`config.mk`:
```
export PLATFORM = sky130hd
export DESIGN_NAME = level_monitor
export DESIGN_NICKNAME = d
export VERILOG_FILES = /design/src/rtl/level_monitor.sv
export SDC_FILE = /design/constraint.sdc
export NUM_CORES = 1
export LEC_CHECK = 0
export ABC_AREA = 1
export CAP_MARGIN = 20
export CORE_ASPECT_RATIO = 0.7
export CORE_MARGIN = 1
export CORE_UTILIZATION = 55
export CTS_CLUSTER_SIZE = 10
export DETAILED_ROUTE_END_ITERATION = 12
export PLACE_DENSITY = 0.73
export SLEW_MARGIN = 10
export SYNTH_ARGS = -nofsm -noshare
export SYNTH_HDL_FRONTEND = slang
export SYNTH_SLANG_ARGS = --single-unit
export TNS_END_PERCENT = 10
```
`constraint.sdc`:
```
create_clock -name clk -period 5 [get_ports clk]
set_clock_uncertainty 0.2 [all_clocks]
set_input_delay 0.75 -clock clk [delete_from_list [all_inputs] [get_ports clk]]
set_output_delay 0.75 -clock clk [all_outputs]
set_load 0.1 [all_outputs]
```
`src/rtl/level_monitor.sv`:
```
`default_nettype none
// ============================================================================
//  Module   : level_monitor
//  Purpose  : Per-level attempt supervisor. It loads a level-dependent time
//             limit, counts it down once per second, and turns goal contact,
//             hazard contact and timer expiry into level_complete, respawn,
//             life-loss and game-over events.
//  Ports    : clk              - system clock
//             reset            - asynchronous, active-high reset
//             current_state    - game FSM state (00 RESET, 01 play,
//                                10 GAME_OVER, 11 WINNING_SCREEN)
//             current_level    - active level, 0..8
//             player_at_goal   - player overlaps goal zone (level-sensitive)
//             player_hit       - player overlaps a hazard (level-sensitive)
//             level_complete   - one-cycle pulse, level cleared
//             game_over_signal - held high once lives are exhausted
//             respawn          - one-cycle pulse, return player to start
//             lives            - remaining lives
//             time_left        - remaining seconds in the current attempt
//  Revision : 1.0 - initial release
// ============================================================================
module level_monitor #(
   parameter int TICKS_PER_SEC = 25000000,
   parameter int BASE_TIME     = 60,
   parameter int TIME_STEP     = 5,
   parameter int MIN_TIME      = 15,
   parameter int START_LIVES   = 3
) (
   input  logic       clk,
   input  logic       reset,
   input  logic [1:0] current_state,
   input  logic [3:0] current_level,
   input  logic       player_at_goal,
   input  logic       player_hit,
   output logic       level_complete,
   output logic       game_over_signal,
   output logic       respawn,
   output logic [1:0] lives,
   output logic [6:0] time_left
);

   localparam int              PW        = (TICKS_PER_SEC > 1) ? $clog2(TICKS_PER_SEC) : 1;
   localparam logic [PW-1:0]   TICK_LAST = PW'(TICKS_PER_SEC - 1);
   localparam logic [1:0]      GS_RESET  = 2'b00;
   localparam logic [1:0]      GS_PLAY   = 2'b01;

   typedef enum logic [2:0] {
      S_IDLE     = 3'd0,
      S_LOAD     = 3'd1,
      S_PLAY     = 3'd2,
      S_COOLDOWN = 3'd3,
      S_DONE     = 3'd4,
      S_OVER     = 3'd5
   } state_t;

   state_t          state;
   logic [PW-1:0]   prescaler;
   logic            clear_seen;   // one hit-free cycle already observed in cooldown
   logic            left_play;    // game FSM has left play since the level was cleared

   // Time limit at 16 bits so TIME_STEP*level can never wrap below MIN_TIME.
   logic [15:0] step_total;
   logic [6:0]  load_time;

   assign step_total = 16'(TIME_STEP) * {12'd0, current_level};
   assign load_time  = (16'(BASE_TIME) >= step_total + 16'(MIN_TIME))
                       ? 7'(16'(BASE_TIME) - step_total)
                       : 7'(MIN_TIME);

   always_ff @(posedge clk or posedge reset) begin
      if (reset) begin
         state            <= S_IDLE;
         lives            <= 2'(START_LIVES);
         time_left        <= 7'd0;
         prescaler        <= '0;
         level_complete   <= 1'b0;
         game_over_signal <= 1'b0;
         respawn          <= 1'b0;
         clear_seen       <= 1'b0;
         left_play        <= 1'b0;
      end else begin
         level_complete <= 1'b0;
         respawn        <= 1'b0;

         if (current_state == GS_RESET) begin
            // Game reset overrides everything, including pulses in flight.
            state            <= S_IDLE;
            lives            <= 2'(START_LIVES);
            time_left        <= 7'd0;
            prescaler        <= '0;
            game_over_signal <= 1'b0;
         end else begin
            case (state)
               S_IDLE: begin
                  lives <= 2'(START_LIVES);
                  if (current_state == GS_PLAY)
                     state <= S_LOAD;
               end

               S_LOAD: begin
                  time_left <= load_time;
                  respawn   <= 1'b1;
                  prescaler <= '0;
                  state     <= S_PLAY;
               end

               S_PLAY: begin
                  if (player_at_goal) begin
                     // Goal takes priority over a simultaneous hit.
                     level_complete <= 1'b1;
                     left_play      <= 1'b0;
                     state          <= S_DONE;
                  end else if (player_hit || time_left == 7'd0) begin
                     // Hit and expiry together are still a single event.
                     lives <= lives - 2'd1;
                     if (lives == 2'd1) begin
                        game_over_signal <= 1'b1;
                        state            <= S_OVER;
                     end else begin
                        clear_seen <= 1'b0;
                        state      <= S_COOLDOWN;
                     end
                  end else begin
                     if (prescaler == TICK_LAST) begin
                        prescaler <= '0;
                        if (time_left != 7'd0)
                           time_left <= time_left - 7'd1;
                     end else begin
                        prescaler <= prescaler + 1'b1;
                     end
                  end
               end

               S_COOLDOWN: begin
                  // Lingering contact restarts the wait instead of costing a life.
                  if (player_hit)
                     clear_seen <= 1'b0;
                  else if (clear_seen)
                     state <= S_LOAD;
                  else
                     clear_seen <= 1'b1;
               end

               S_DONE: begin
                  // Next level starts only on a fresh entry into play.
                  if (current_state != GS_PLAY)
                     left_play <= 1'b1;
                  else if (left_play)
                     state <= S_LOAD;
               end

               S_OVER: begin
                  game_over_signal <= 1'b1;
               end

               default: state <= S_IDLE;
            endcase
         end
      end
   end

endmodule
`default_nettype wire

```
Word level (Yosys, flattened, before mapping)
Cells that the tools add are included.
- add/subtract/negate cells: 5
- $mul: 1
- order comparisons: 1
- equality and inequality tests: 27
- mux-type cells: 44
- bitwise operators: 1
- reduce and logical (&&, ||, !) cells: 17
- operators by type and width (kind ; count):
    $mux 25 ; 4
    $pmux 25 s2 ; 1
    $mux 7 ; 6
    $ne 3x3->1 const B ; 11
    $mux 3 ; 9
    $add 25x1->25 const B ; 1
    $eq 25x25->1 const B ; 1
    $pmux 3 s6 ; 1
    $mux 1 ; 15
    $pmux 7 s2 ; 1
    $ne 2x2->1 const B ; 6
    $reduce_and 5->1 ; 2
    $reduce_bool 3->1 ; 3
    $add 7x4->8 const B ; 1
    $ge 6x8->1 const A ; 1
    $reduce_and 4->1 ; 2
    $logic_not 7->1 ; 1
    $mul 3x4->7 const A ; 1
    $reduce_and 7->1 ; 1
    $reduce_bool 7->1 ; 1
    $sub 6x7->7 const A ; 1
    $sub 7x1->7 const B ; 1
    $eq 3x2->1 const B ; 2
    $eq 3x3->1 const B ; 2
    14 further kinds ; 21
- register bits: 42
- input port bits: 10
- word-level logic and storage cells: 105

Logic depth before layout (Yosys ltp)
Gate-level depths: netlist (run 1).
- depth after elaboration: 7
- gate-level depth with buffers: 13
- depth with buffers taken out: 13

Worst setup path before layout (run 1)
OpenSTA, ideal clock, no wires.
- path type: input to register
- start point: in current_level[1]
- end point: reg time_left[2]
- library setup time: 0.120 ns
- arrival: 2.493 ns
- data required time: 4.680 ns
- slack: 2.187 ns
- cell stages on the path: 12
- cell sequence: ha_1 -> ha_1 -> fa_1 -> or2_2 -> nand2_1 -> o21ai_0 -> nand2_1 -> nand2_1 -> inv_1 -> nand2_1 -> nand3_1 -> nand2_1
- longest elaborated chain between the ends: 6
- elaborated cells between the ends (all ways): 7
- ends and longest elaborated chain (element ; RTL line ; source):
    start: declaration ; 32 ; input logic [3:0] current_level,
    $mul 3x4->7 * ; 65 ; assign step_total = 16'(TIME_STEP) * {12'd0, current_level};
    $add 7x4->8 ; 66 ; assign load_time = (16'(BASE_TIME) >= step_total + 16'(MIN_TIME))
    $ge 6x8->1 ; 66 ;
    $mux 7 * ; 67 ; ? 7'(16'(BASE_TIME) - step_total)
    $pmux 7 s2 * ; 93 ; case (state)
    $mux 7 * ; 85 ; if (current_state == GS_RESET) begin
    end signal: assignment ; 101 ; time_left <= load_time;
    end signal: assignment ; 127 ; time_left <= time_left - 7'd1;
    end: declaration ; 39 ; output logic [6:0] time_left
Every way passes the cells marked *; elsewhere a longest branch is shown, timed or not.
A chain may end at the register's enable or synchronous reset.

Worst setup path after layout (run 1)
- start point: in current_level[3]
- end point: reg time_left[2]
- longest elaborated chain between the ends: 6
- ends and longest elaborated chain (element ; RTL line):
    $mul 3x4->7 ; 65
    $add 7x4->8 ; 66
    $ge 6x8->1 ; 66
    $mux 7 ; 67
    $pmux 7 s2 ; 93
    $mux 7 ; 85
Every way passes these cells.

==> impl_metrics.yaml, run 1 <==
power:
  seqPwrFrac: 0.274
  clkPwrFrac: 0.197
  p_int_uw: 849
  swShare: 0.508
  combPwrFrac: 0.529
  p_total_mw: 1.73
  power.density_mw_per_mm2: 492
  p_leak_nw: 1.61
  ir_worst_vdd_mv: 0.323
  p_switching_uw: 876
cts:
  cts.sinks: 42
  h-tree-depth: 2
  clock_latency_ps: 300
  cts-resized-gates: 0
  cts_inserted_buffers: 5
  cts_tree: "built"
  post_cts_buffers: 0
  clockBufferDepth: 2
  clk_pin_slew_ps: 80
  hold_buffers: 0
  cts.root.buffer_cell: "clkbuf_8"
timing:
  fin_ws_ps: 1780
  setup_tns_ps: 0
  setup_viol: 0
  rsz0062_at_grt: "no"
  slew_headroom: 0.347
  hold_viol_final: 0
  fmax_mhz: 310
  worst_pin_slew_ps: 976
  post-route-period-util: 0.645
  slew_viol_final: 0
  final.min_clock_period_ps: 3220
  hold_slack_ps: 303
yosys:
  yosys_warnings: 0
  ys_seq_area_frac: 0.340
  ys_ff_latch: 42
  syn_nets: 489
  syn_area_mm2: 0.00310
  netlist_instances: 468
  synth_cell_types: 37
  syn_area_per_cell_um2: 6.62
floorplanning:
  die_w_um: 91.7
  design.portCount: 22
  dieArea_mm2: 0.00595
  coreArea_mm2: 0.00534
  floorplan.initialDensity: 0.581
  rows: 22
  dieHeight_um: 64.8
route:
  ant_nets: 0
  top_layer_used: "met4"
  routed_via_density: 5.45
  via_count: 3076
  drc: 0
  drt_pass1_iterations: 5
  wl_met1_um: 3640
  routed_wirelength_um: 7570
  wire_per_inst_um: 13.4
  drt-initial-drc-count: 293
  route.met3.wl_um: 821
  wl_met2_um: 3010
layout:
  nets: 512
  antenna_cells: 0
  drive_above_1_share: 0.0671
  n_fill_cell: 484
  areaGrowthSynthToFinish_pct: 13.2
place:
  gp_congestion: 0.874
  port_buffers: 21
  hpwl_um: 5550
  dp_slack_ps: 1510
grt:
  grt_max_degree: 43
  grt_pass1_wl_um: 13000
  antenna_found_initial: 0
  overflow: 0
  grt_usage: 0.280
  grt_pass1_vias: 2799
critical_path:
  cp-endpoint: "time_left[2]"
  r2r_end: "prescaler[20]"
  rr_worst_depth: 8
  arrival_ps: 3220
  rr_startpoint: "state[0]"
  crit_fanout: 6
  cp-end-kind: "register"
  cp_data_required_time_ps: 4990
  cp-startpoint: "current_level[3]"
  path_class: "input port to register"
  rrSetupSlack_ps: 2500
  startpoint_type: "input port"
job:
  maxCapViolCount: 0
status:
  status: "complete, no violations"
min_path:
  hold_class: "register to register"
## routing by layer
| layer | global-route usage | vias up |
|---|---|---|
| met2 | 0.413 | 159 |
| met4 | 0.0762 | 0 |
| met5 | 0 | - |
| li1 | - | 1532 |
| met1 | 0.413 | 1370 |
| met3 | 0.0657 | 15 |
## placed cells by master (no fill, tap or decap), drive strengths merged
master / n
xor2: 7
inv: 59
o21ai: 15
nand3: 42
clkbuf: 6
fa: 1
o211ai: 1
nor2: 92
xnor2: 5
o22ai: 3
dfrtp: 40
nand4: 14
a21oi: 12
a211oi: 1
bufinv: 2
a21o: 2
nand2: 137
nor3: 7
clkinv: 2
clkdlybuf4s50: 21
dfstp: 2
and3: 1
buf: 1
or2: 3
nand3b: 4
ha: 10
o21bai: 2
## worst max-delay path: stages
cell and delay, ps:
clkdlybuf4s50_1 520, ha_1 260, ha_1 240, fa_1 390, or2_2 300, nand2_1 140, o21ai_0 130, nand2_1 180
nand2_1 70, inv_1 60, nand2_1 40, nand3_1 80, nand2_1 50
## logic make-up after synthesis
| logic type | share of synthesized area |
|---|---|
| fa+ha+maj | 0.0468 |
| buf+inv | 0.0876 |
| flops | 0.340 |
| compound gates | 0.0678 |
| xor+xnor | 0.0339 |
| simple gates | 0.424 |
## worst min path at each step
stage / to / from / cells after the start / slack [ps]
floorplan: clear_seen / clear_seen / 2 / 250
global placement: clear_seen / clear_seen / 2 / 280
detailed placement: clear_seen / clear_seen / 2 / 280
CTS: clear_seen / clear_seen / 2 / 300
global route: clear_seen / clear_seen / 2 / 320
finish: lives[1] / lives[1] / 2 / 300
## registers in the layout (all words and copies together) (netlist names)
| name | flops |
|---|---|
| prescaler | 25 |
| time_left | 7 |
| state | 3 |
| lives | 2 |
| clear_seen | 1 |
| game_over_signal | 1 |
| left_play | 1 |
| level_complete | 1 |
| respawn | 1 |
## cell usage after synthesis (all sizes together)
master	n	area (µm²)
and3	1	6.26
a211oi	1	7.51
a21o	2	15.0
nand4	14	87.6
nand2	137	532
nand3b	4	30.0
buf	5	38.8
dfstp	2	52.6
xnor2	5	43.8
o22ai	3	18.8
or2	3	18.8
fa	1	20.0
nor3	7	35.0
o211ai	1	7.51
inv	60	225
nor2	92	378
clkbuf	1	3.75
xor2	7	61.3
a21oi	12	71.3
o21bai	2	15.0
nand3	42	228
clkinv	1	3.75
ha	10	125
dfrtp	40	1000
o21ai	15	75.1
## metrics by stage
step	cell area [µm²]	cells	util
3_5_place_dp	3370	556	0.630
6_report	3510	564	0.657
2_1_floorplan	3100	468	-
4_1_cts	3510	564	0.657
3_3_place_gp	3370	556	0.630
5_1_grt	3510	564	0.657
## power by group through the flow
stage               sequential, mW  clock, mW  combinational [mW]
finish                       0.473      0.339               0.913
CTS                          0.473      0.345               0.908
global placement             0.474          0               0.897
detailed placement           0.477          0               0.901
floorplan                    0.750          0               0.444
global route                 0.483      0.358               0.991
## area by class of cell
cell class | count | area, µm² | share of cell area
Tap cell | 72 | 90.1 | 0.0257
Sequential cell | 42 | 1050 | 0.300
Inverter | 61 | 229 | 0.0653
Clock buffer | 6 | 82.6 | 0.0235
Multi-Input combinational cell | 359 | 1780 | 0.506
Timing Repair Buffer | 22 | 218 | 0.0621
Clock inverter | 2 | 60.1 | 0.0171
No activity file was read; power rests on OpenSTA's default activity.
==> run 2, diff against run 1 <==
==> constraint.sdc (replaced) <==
create_clock -name clk -period 3.25 [get_ports clk]
set_clock_uncertainty 0.2 [all_clocks]
set_input_delay 0.4875 -clock clk [delete_from_list [all_inputs] [get_ports clk]]
set_output_delay 0.4875 -clock clk [all_outputs]
set_load 0.1 [all_outputs]
==> impl_metrics.yaml, run 2 (synthesis results as in run 1) <==
power:
  p_int_mw: 1.14
  power.density_mw_per_mm2: 724
  p_switching_mw: 1.36
  ir_worst_vdd_mv: 0.566
  p_leak_nw: 1.60
  seqPwrFrac: 0.292
  clkPwrFrac: 0.148
  swShare: 0.544
  p_total_mw: 2.49
  combPwrFrac: 0.560
critical_path:
  arrival_ps: 2920
  rr_startpoint: "state[0]"
  crit_fanout: 6
  rr_worst_depth: 8
  rrSetupSlack_ps: 980
  startpoint_type: "input port"
  r2r_end: "prescaler[20]"
  path_class: "input port to register"
  cp-end-kind: "register"
  cp_data_required_time_ps: 3250
cts:
  post_cts_buffers: 0
  cts.sinks: 42
  cts.root.buffer_cell: "clkbuf_8"
  cts-resized-gates: 0
  clockBufferDepth: 2
  h-tree-depth: 2
  clock_latency_ps: 300
  cts_inserted_buffers: 5
  hold_buffers: 0
  clk_pin_slew_ps: 80
  cts_tree: "built"
route:
  drt_pass1_iterations: 4
  routed_via_density: 5.45
  via_count: 3081
  drc: 0
  ant_nets: 0
  wire_per_inst_um: 13.8
  routed_wirelength_um: 7820
  drt-initial-drc-count: 222
layout:
  n_fill_cell: 510
  most-common-layout-cells: "132 x nand2_1, 85 x nor2_1, 54 x inv_1"
  design_area_mm2: 0.00344
  largest_reg_flops: 25
  largestRegisters: "prescaler x25, time_left x7, state x3"
  areaGrowthSynthToFinish_pct: 10.9
  mostFrequentLayoutCell: "nand2_1"
  nets: 513
  regMostFlops: "prescaler"
  layout.cells.non_filler: 565
  seq_area_mm2: 0.00105
  multi_input_area_mm2: 0.00178
  drive_above_1_share: 0.0933
  antenna_cells: 0
timing:
  rsz0062_at_grt: "no"
  fin_ws_ps: 331
  slew_headroom: 0.386
  fmax_mhz: 343
  final.min_clock_period_ps: 2920
  setup_viol: 0
  setup_tns_ps: 0
  hold_viol_final: 0
  post-route-period-util: 0.898
  worst_pin_slew_ps: 915
  slew_viol_final: 0
grt:
  grt_max_degree: 26
  grt_pass1_vias: 2734
  grt_usage: 0.284
  grt_pass1_wl_um: 13100
  overflow: 0
  antenna_found_initial: 0
place:
  hpwl_um: 5790
  dp.cells: 557
  gp_congestion: 0.880
  dp_slack_ps: 33.7
  port_buffers: 21
  placed_area_mm2: 0.00334
min_path:
  worstHoldPathCells: 2
  whs_endpoint: "lives[1]"
  hold_class: "register to register"
  hold_path_startpoint: "lives[1]"
floorplanning:
  dieArea_mm2: 0.00595
  design.portCount: 22
  die_w_um: 91.7
  dieHeight_um: 64.8
  floorplan.initialDensity: 0.581
  coreArea_mm2: 0.00534
  rows: 22
status:
  status: "complete, no violations"
job:
  maxCapViolCount: 0
-- run 2: cell types whose count changed in the layout (fill, tap and decap cells not counted), sizes merged --
| cell | before | now |
|---|---|---|
| buf | 1 | 14 |
| clkdlybuf4s50 | 21 | 9 |
| bufinv | 2 | 0 |
| clkinvlp | 0 | 1 |
| clkinv | 2 | 3 |
-- run 2: routing by layer --
metal  global-route usage  up-vias  part of all wire
li1                     -     1534                 -
met4               0.0781        0             0.011
met5                    0        -                 0
met3               0.0657       12             0.086
met2                0.397      132              0.40
met1                0.434     1403              0.50
-- run 2: cell type report --
| type | instances | share of cell area |
|---|---|---|
| sequential | 42 | 0.306 |
| inverter | 61 | 0.0666 |
| tap | 72 | 0.0262 |
| multi-input combinational | 359 | 0.516 |
| timing repair buffer | 23 | 0.0568 |
| clock buffer | 6 | 0.0240 |
| clock inverter | 2 | 0.00364 |
-- run 2: power by group through the flow --
stage / Clock [mW] / Sequential, mW / Combinational (mW)
floorplan: 0 / 1.15 / 0.684
global placement: 0 / 0.731 / 1.37
detailed placement: 0 / 0.735 / 1.39
CTS: 0.372 / 0.725 / 1.39
global route: 0.392 / 0.738 / 1.50
finish: 0.370 / 0.726 / 1.39
-- run 2: how the worst max path moves through the flow --
stage | start | endpoint | slack (ps)
after floorplan | time_left[0] | prescaler[6] | 660
after global placement | current_level[1] | time_left[2] | 140
after detailed placement | current_level[3] | time_left[2] | 30
after CTS | current_level[1] | time_left[2] | 340
after global routing | current_level[1] | time_left[4] | 210
final | current_level[3] | time_left[2] | 330
-- run 2: critical path, stage by stage --
cell and delay, ps:
clkdlybuf4s50_1 520, ha_1 260, ha_1 240, fa_1 390
or2_2 290, nand2_1 140, o21ai_0 110, nand2_1 160
nand2_1 80, inv_1 70, nand2_1 50, nand3_1 80
nand2_1 50
-- run 2: per-stage QoR --
stage | util | hold WS, ps
6_report | 0.644 | 308
5_1_grt | 0.644 | 334
4_1_cts | 0.644 | 307
3_5_place_dp | 0.626 | 286
3_3_place_gp | 0.626 | 275
2_1_floorplan | - | 253
